$ cat config.mk
export PLATFORM = sky130hd
export DESIGN_NAME = spi_master_frame_queue
export DESIGN_NICKNAME = d
export VERILOG_FILES = /design/src/rtl/spi_master_frame_queue.sv
export SDC_FILE = /design/constraint.sdc
export NUM_CORES = 1
export LEC_CHECK = 0
export CORE_AREA = 2 2 148 150
export DETAILED_ROUTE_END_ITERATION = 8
export DIE_AREA = 0 0 150 152
export PLACE_DENSITY = 0.75
export SYNTH_ARGS = -nofsm -noshare
export SYNTH_HDL_FRONTEND = slang
export SYNTH_SLANG_ARGS = --single-unit
$ cat constraint.sdc
create_clock -name clk -period 4.5 [get_ports clk]
set_clock_uncertainty 0.2 [all_clocks]
set_input_delay 1.35 -clock clk [delete_from_list [all_inputs] [get_ports clk]]
set_output_delay 1.35 -clock clk [all_outputs]
set_load 0.01 [all_outputs]
$ cat src/rtl/spi_master_frame_queue.sv
// Frame queue/sequencer in front of the SPI master: TX FIFO -> one frame per word -> RX FIFO.
// Define SPI_FRAME_QUEUE_TX_ONLY_EN to drop the RX FIFO and its credit gating.
module spi_master_frame_queue #(
  parameter int DATA_WIDTH = 16,
  parameter int FIFO_DEPTH = 8,
  parameter int LVL_W      = $clog2(FIFO_DEPTH) + 1
) (
  input  logic                  clk,
  input  logic                  rst,
  input  logic [DATA_WIDTH-1:0] s_tx_data,
  input  logic                  s_tx_valid,
  output logic                  s_tx_ready,
  output logic [DATA_WIDTH-1:0] m_rx_data,
  output logic                  m_rx_valid,
  input  logic                  m_rx_ready,
  output logic [DATA_WIDTH-1:0] spi_tx_data,
  output logic                  spi_start,
  input  logic                  spi_ready,
  input  logic [DATA_WIDTH-1:0] spi_rx_data,
  input  logic                  spi_rx_valid,
  output logic [LVL_W-1:0]      tx_level,
  output logic [LVL_W-1:0]      rx_level,
  output logic                  err_unexp_rx
);
  localparam int PW = $clog2(FIFO_DEPTH);
  localparam logic [LVL_W-1:0] FULL = LVL_W'(FIFO_DEPTH);
  localparam logic [1:0] IDLE = 2'd0, START = 2'd1, WAIT_DONE = 2'd2;

  logic [1:0]            state;
  logic [DATA_WIDTH-1:0] tx_mem [FIFO_DEPTH];
  logic [PW-1:0]         tx_wr, tx_rd;
  logic                  tx_push, tx_pop, rx_credit, launch;

  assign s_tx_ready = (tx_level != FULL);
  assign tx_push    = s_tx_valid & s_tx_ready;
  assign tx_pop     = (state == START);
  assign spi_start  = (state == START);
  assign launch     = (state == IDLE) && (tx_level != '0) && spi_ready && rx_credit;

  always_ff @(posedge clk)
    if (tx_push) tx_mem[tx_wr] <= s_tx_data;

  always_ff @(posedge clk or posedge rst) begin
    if (rst) begin
      tx_wr    <= '0;
      tx_rd    <= '0;
      tx_level <= '0;
    end else begin
      if (tx_push) tx_wr <= tx_wr + 1'b1;
      if (tx_pop)  tx_rd <= tx_rd + 1'b1;
      case ({tx_push, tx_pop})
        2'b10:   tx_level <= tx_level + 1'b1;
        2'b01:   tx_level <= tx_level - 1'b1;
        default: ;
      endcase
    end
  end

  // spi_tx_data is captured on entry to START so it is valid alongside spi_start.
  always_ff @(posedge clk or posedge rst) begin
    if (rst) begin
      state        <= IDLE;
      spi_tx_data  <= '0;
      err_unexp_rx <= 1'b0;
    end else begin
      case (state)
        IDLE: if (launch) begin
          state       <= START;
          spi_tx_data <= tx_mem[tx_rd];
        end
        START:     state <= WAIT_DONE;
        WAIT_DONE: if (spi_rx_valid) state <= IDLE;
        default:   state <= IDLE;
      endcase
      if (spi_rx_valid && state != WAIT_DONE) err_unexp_rx <= 1'b1;
    end
  end

`ifdef SPI_FRAME_QUEUE_TX_ONLY_EN
  logic unused_rx;
  assign unused_rx  = ^{spi_rx_data, m_rx_ready};
  assign rx_credit  = 1'b1;
  assign m_rx_valid = 1'b0;
  assign m_rx_data  = '0;
  assign rx_level   = '0;
`else
  logic [DATA_WIDTH-1:0] rx_mem [FIFO_DEPTH];
  logic [PW-1:0]         rx_wr, rx_rd;
  logic                  rx_write, rx_read;

  assign rx_write   = (state == WAIT_DONE) && spi_rx_valid;
  assign rx_read    = m_rx_valid & m_rx_ready;
  assign rx_credit  = (rx_level != FULL);
  assign m_rx_valid = (rx_level != '0);
  // Head word is masked while empty so stale storage never shows on the port.
  assign m_rx_data  = m_rx_valid ? rx_mem[rx_rd] : '0;

  always_ff @(posedge clk)
    if (rx_write) rx_mem[rx_wr] <= spi_rx_data;

  always_ff @(posedge clk or posedge rst) begin
    if (rst) begin
      rx_wr    <= '0;
      rx_rd    <= '0;
      rx_level <= '0;
    end else begin
      if (rx_write) rx_wr <= rx_wr + 1'b1;
      if (rx_read)  rx_rd <= rx_rd + 1'b1;
      case ({rx_write, rx_read})
        2'b10:   rx_level <= rx_level + 1'b1;
        2'b01:   rx_level <= rx_level - 1'b1;
        default: ;
      endcase
    end
  end
`endif
endmodule

==> flow_metrics.env, run 1 <==
export IMPL_outcome="complete, no violations"
export IMPL_grt_pass1_vias=6005
export IMPL_hold_viol_final=0
export IMPL_cts_tree="yes"
export IMPL_startpoint="rx_rd[0]"
export IMPL_synth_top_area_share_pct=66.9
export IMPL_clkSlewWorstSetupHoldPaths_ns=0.06
export IMPL_synth_cell_area_um2=11500
export IMPL_clockRootBuffer="clkbuf_16"
export IMPL_crit_type="flip-flop to output port"
export IMPL_hpwl_mm=12.9
export IMPL_required_ns=2.95
export IMPL_drive_above_1_share_pct=22.4
export IMPL_netSwitchingPower_uw=2580
export IMPL_cts_made_buffers=30
export IMPL_cellLeakagePower_uw=0.00470
export IMPL_syn2layout_area_growth_pct=20.1
export IMPL_cts_hold_buffers=0
export IMPL_grt_pass1_wl_mm=34.8
export IMPL_htreeDepth=1
export IMPL_antenna_found_initial=1
export IMPL_synth_edf_count=256
export IMPL_dr_wl_met3_mm=1.34
export IMPL_via_per_inst=5.75
export IMPL_pwr_share_comb_pct=29.7
export IMPL_maxUsedRoutingLayer="met4"
export IMPL_fin_setup_tns_ns=0
export IMPL_holdCritStartpoint="err_unexp_rx"
export IMPL_fp_row_count=54
export IMPL_synth_fp_nets=618
export IMPL_synthCells=570
export IMPL_regArea_um2=8670
export IMPL_crit_fanout=20
export IMPL_core_um2=21400
export IMPL_first_pass_iters=5
export IMPL_p_seq_share_pct=41.5
export IMPL_hold_class="flip-flop to flip-flop"
export IMPL_die_width_um=150
export IMPL_ctsResizeCount=0
export IMPL_worstSkewPairLatency_ns=0.55
export IMPL_drt_iter0_drc=268
export IMPL_synth_async_reset_ratio_pct=13.2
export IMPL_ys_ff_latch=295
export IMPL_ant_nets=0
export IMPL_fin_crit_ns=4.07
export IMPL_max_slew_margin_pct=23.6
export IMPL_synth_cell_types=41
export IMPL_finalNetCount=728
export IMPL_path_cells="buf_4 -> mux4_2 -> mux2i_1 -> nor2_1 -> clkdlybuf4s50_1"
export IMPL_wire_per_inst_um=22.7
export IMPL_clock_sinks=295
export IMPL_die_h_um=152
export IMPL_grt_overflow=0
export IMPL_max_cap_viol_count=0
export IMPL_cp_slowest_stage_delay_ns=0.56
export IMPL_route_met2_wl_mm=11.9
export IMPL_ys_seq_area_share_pct=75.4
export IMPL_grt_max_degree=35
export IMPL_synth_common_cells="256 x edfxtp_1, 64 x mux4_2, 48 x nor2_1"
export IMPL_track_usage_pct=20.2
export IMPL_period_share_pct=90.5
export IMPL_fmax_ghz=0.245
export IMPL_clock_tree_buffer_depth=3
export IMPL_antennaDiodeCount=0
export IMPL_dp_cells=928
export IMPL_power_internal_uw=6390
export IMPL_place_congestion=0.746
export IMPL_clkPwrFrac_pct=28.8
export IMPL_rsz0062_at_grt="no"
export IMPL_r2r_start="rx_level[1]"
export IMPL_syn_area_per_cell_um2=20.2
export IMPL_fin_cells=984
export IMPL_slew_viol_final=0
export IMPL_setup_violations=0
export IMPL_p_per_area_nw_per_um2=651
export IMPL_vdd_drop_max_v=0.000373
export IMPL_vias=5655
export IMPL_end_kind="output port"
export IMPL_crit_arrival_ns=2.52
export IMPL_synth_area_leaders="edfxtp_1 67%, mux4_2 13%, dfrtp_1 8.5%"
export IMPL_fillers=1455
export IMPL_die_area_um2=22800
export IMPL_crit_slowest_cell="mux4_2"
export IMPL_post_cts_buffers=0
export IMPL_multi_input_area_um2=2690
export IMPL_drc=0
export IMPL_synthMostInstantiatedCell="edfxtp_1"
export IMPL_worst_pin_slew_ns=1.15
export IMPL_synth_top_area_cell="edfxtp_1"
export IMPL_routed_wl_mm=22.4
export IMPL_start_util_pct=53.8
export IMPL_cp_start_kind="flip-flop"
export IMPL_switching_share_pct=28.8
export IMPL_port_buffers=81
export IMPL_final_util_pct=64.6
export IMPL_synth_top_flop_cell="edfxtp_1"
export IMPL_ys_warn_count=0
export IMPL_m1WireLength_mm=8.83
export IMPL_pin_count=82
==> cell families after synthesis <==
logic type | Yosys count | synth area share [%]
muxes | 102 | 16.0
and+or+nand+nor | 88 | 3.55
buffers and inverters | 33 | 1.42
AOI/OAI and AO/OA | 26 | 1.35
DFF | 295 | 75.4
xor gates and xnor gates | 16 | 1.22
adders and majority gates | 10 | 1.09
==> routing by layer <==
metal / vias to the layer above / GRT usage [%]
met1: 2977 / 26.4
li1: 2489 / -
met3: 23 / 3.51
met2: 166 / 35.6
met4: 0 / 4.81
met5: - / 0
==> final timing paths <==
path	slack, ns	end	cells after the start
max in group asynchronous	2.37	rx_level[2]	3
min in group asynchronous	0.96	state[0]	2
hold / removal	0.28	err_unexp_rx	1
setup / recovery	0.43	m_rx_data[11]	5
hold reg to reg	0.28	err_unexp_rx	1
setup reg to reg	1.72	rx_level[2]	11
==> layout by cell type (no fill, tap or decap), types with 2 or more instances in the layout <==
cell | synthesis | routed
xnor2_1 | 7 | 7
nand3_1 | 2 | 2
a21oi_1 | 18 | 18
clkbuf_16 | 0 | 31
mux4_2 | 64 | 64
clkbuf_8 | 0 | 5
mux2_2 | 4 | 4
inv_1 | 3 | 2
nor2_1 | 48 | 48
clkdlybuf4s50_1 | 0 | 81
clkbuf_1 | 13 | 3
clkinvlp_4 | 0 | 5
nor3_2 | 0 | 4
dfrtp_1 | 39 | 37
ha_1 | 10 | 10
nand2b_1 | 6 | 6
nor3_1 | 6 | 2
dfrtp_2 | 0 | 2
nand2_1 | 16 | 16
bufinv_16 | 0 | 4
edfxtp_1 | 256 | 256
buf_4 | 3 | 26
mux2i_1 | 32 | 32
clkinv_2 | 0 | 7
xor2_1 | 9 | 9
==> through the flow <==
stage / cell area (um2) / hold WS (ns) / worst slack [ns] / total power (uW)
global placement: 12700 / 0.240 / 0.810 / 6370
floorplan: 11500 / 0.289 / 0.933 / 5450
detailed placement: 12700 / 0.272 / 0.752 / 6490
global route: 13800 / 0.299 / 0.254 / 9390
CTS: 13800 / 0.287 / 0.359 / 9080
finish: 13800 / 0.280 / 0.425 / 8980
==> cell type report <==
cell class	count	area share, %
Multi-Input combinational cell	242	19.5
Inverter	4	0.109
Sequential cell	295	62.8
Clock buffer	39	6.21
Tap cell	280	2.54
Timing Repair Buffer	107	7.29
Clock inverter	17	1.52
==> sequential cells by signal (all words and copies together) (netlist names) <==
signal,count
state,2
rx_wr,3
rx_level,4
err_unexp_rx,1
tx_wr,3
tx_mem,128
rx_rd,3
tx_rd,3
tx_level,4
spi_tx_data,16
rx_mem,128
==> power by group through the flow <==
stage,logic (uW),registers [uW],clock network (uW)
2_1_floorplan,1810,3640,0
3_3_place_gp,2620,3750,0
3_5_place_dp,2710,3780,0
4_1_cts,2720,3730,2620
5_1_grt,2890,3780,2730
6_report,2670,3730,2580
==> critical path: cells and delay by family (launching register included) <==
kind	cells	cell delay (ns)
DFF	1	0.35
buffers and inverters	2	0.83
muxes	2	0.72
and+or+nand+nor	1	0.07
(Power assumes the default switching activity.)
==> run 2, diff against run 1 <==
--- a/config.mk
+++ b/config.mk
@@ -5,6 +5,7 @@
 export SDC_FILE = /design/constraint.sdc
 export NUM_CORES = 1
 export LEC_CHECK = 0
+export ABC_CLOCK_PERIOD_IN_PS = 4500
 export CORE_AREA = 2 2 148 150
 export DETAILED_ROUTE_END_ITERATION = 8
 export DIE_AREA = 0 0 150 152
==> results of run 2 <==
Same layout as run 1: the final DEF is identical, and so are final timing and power.
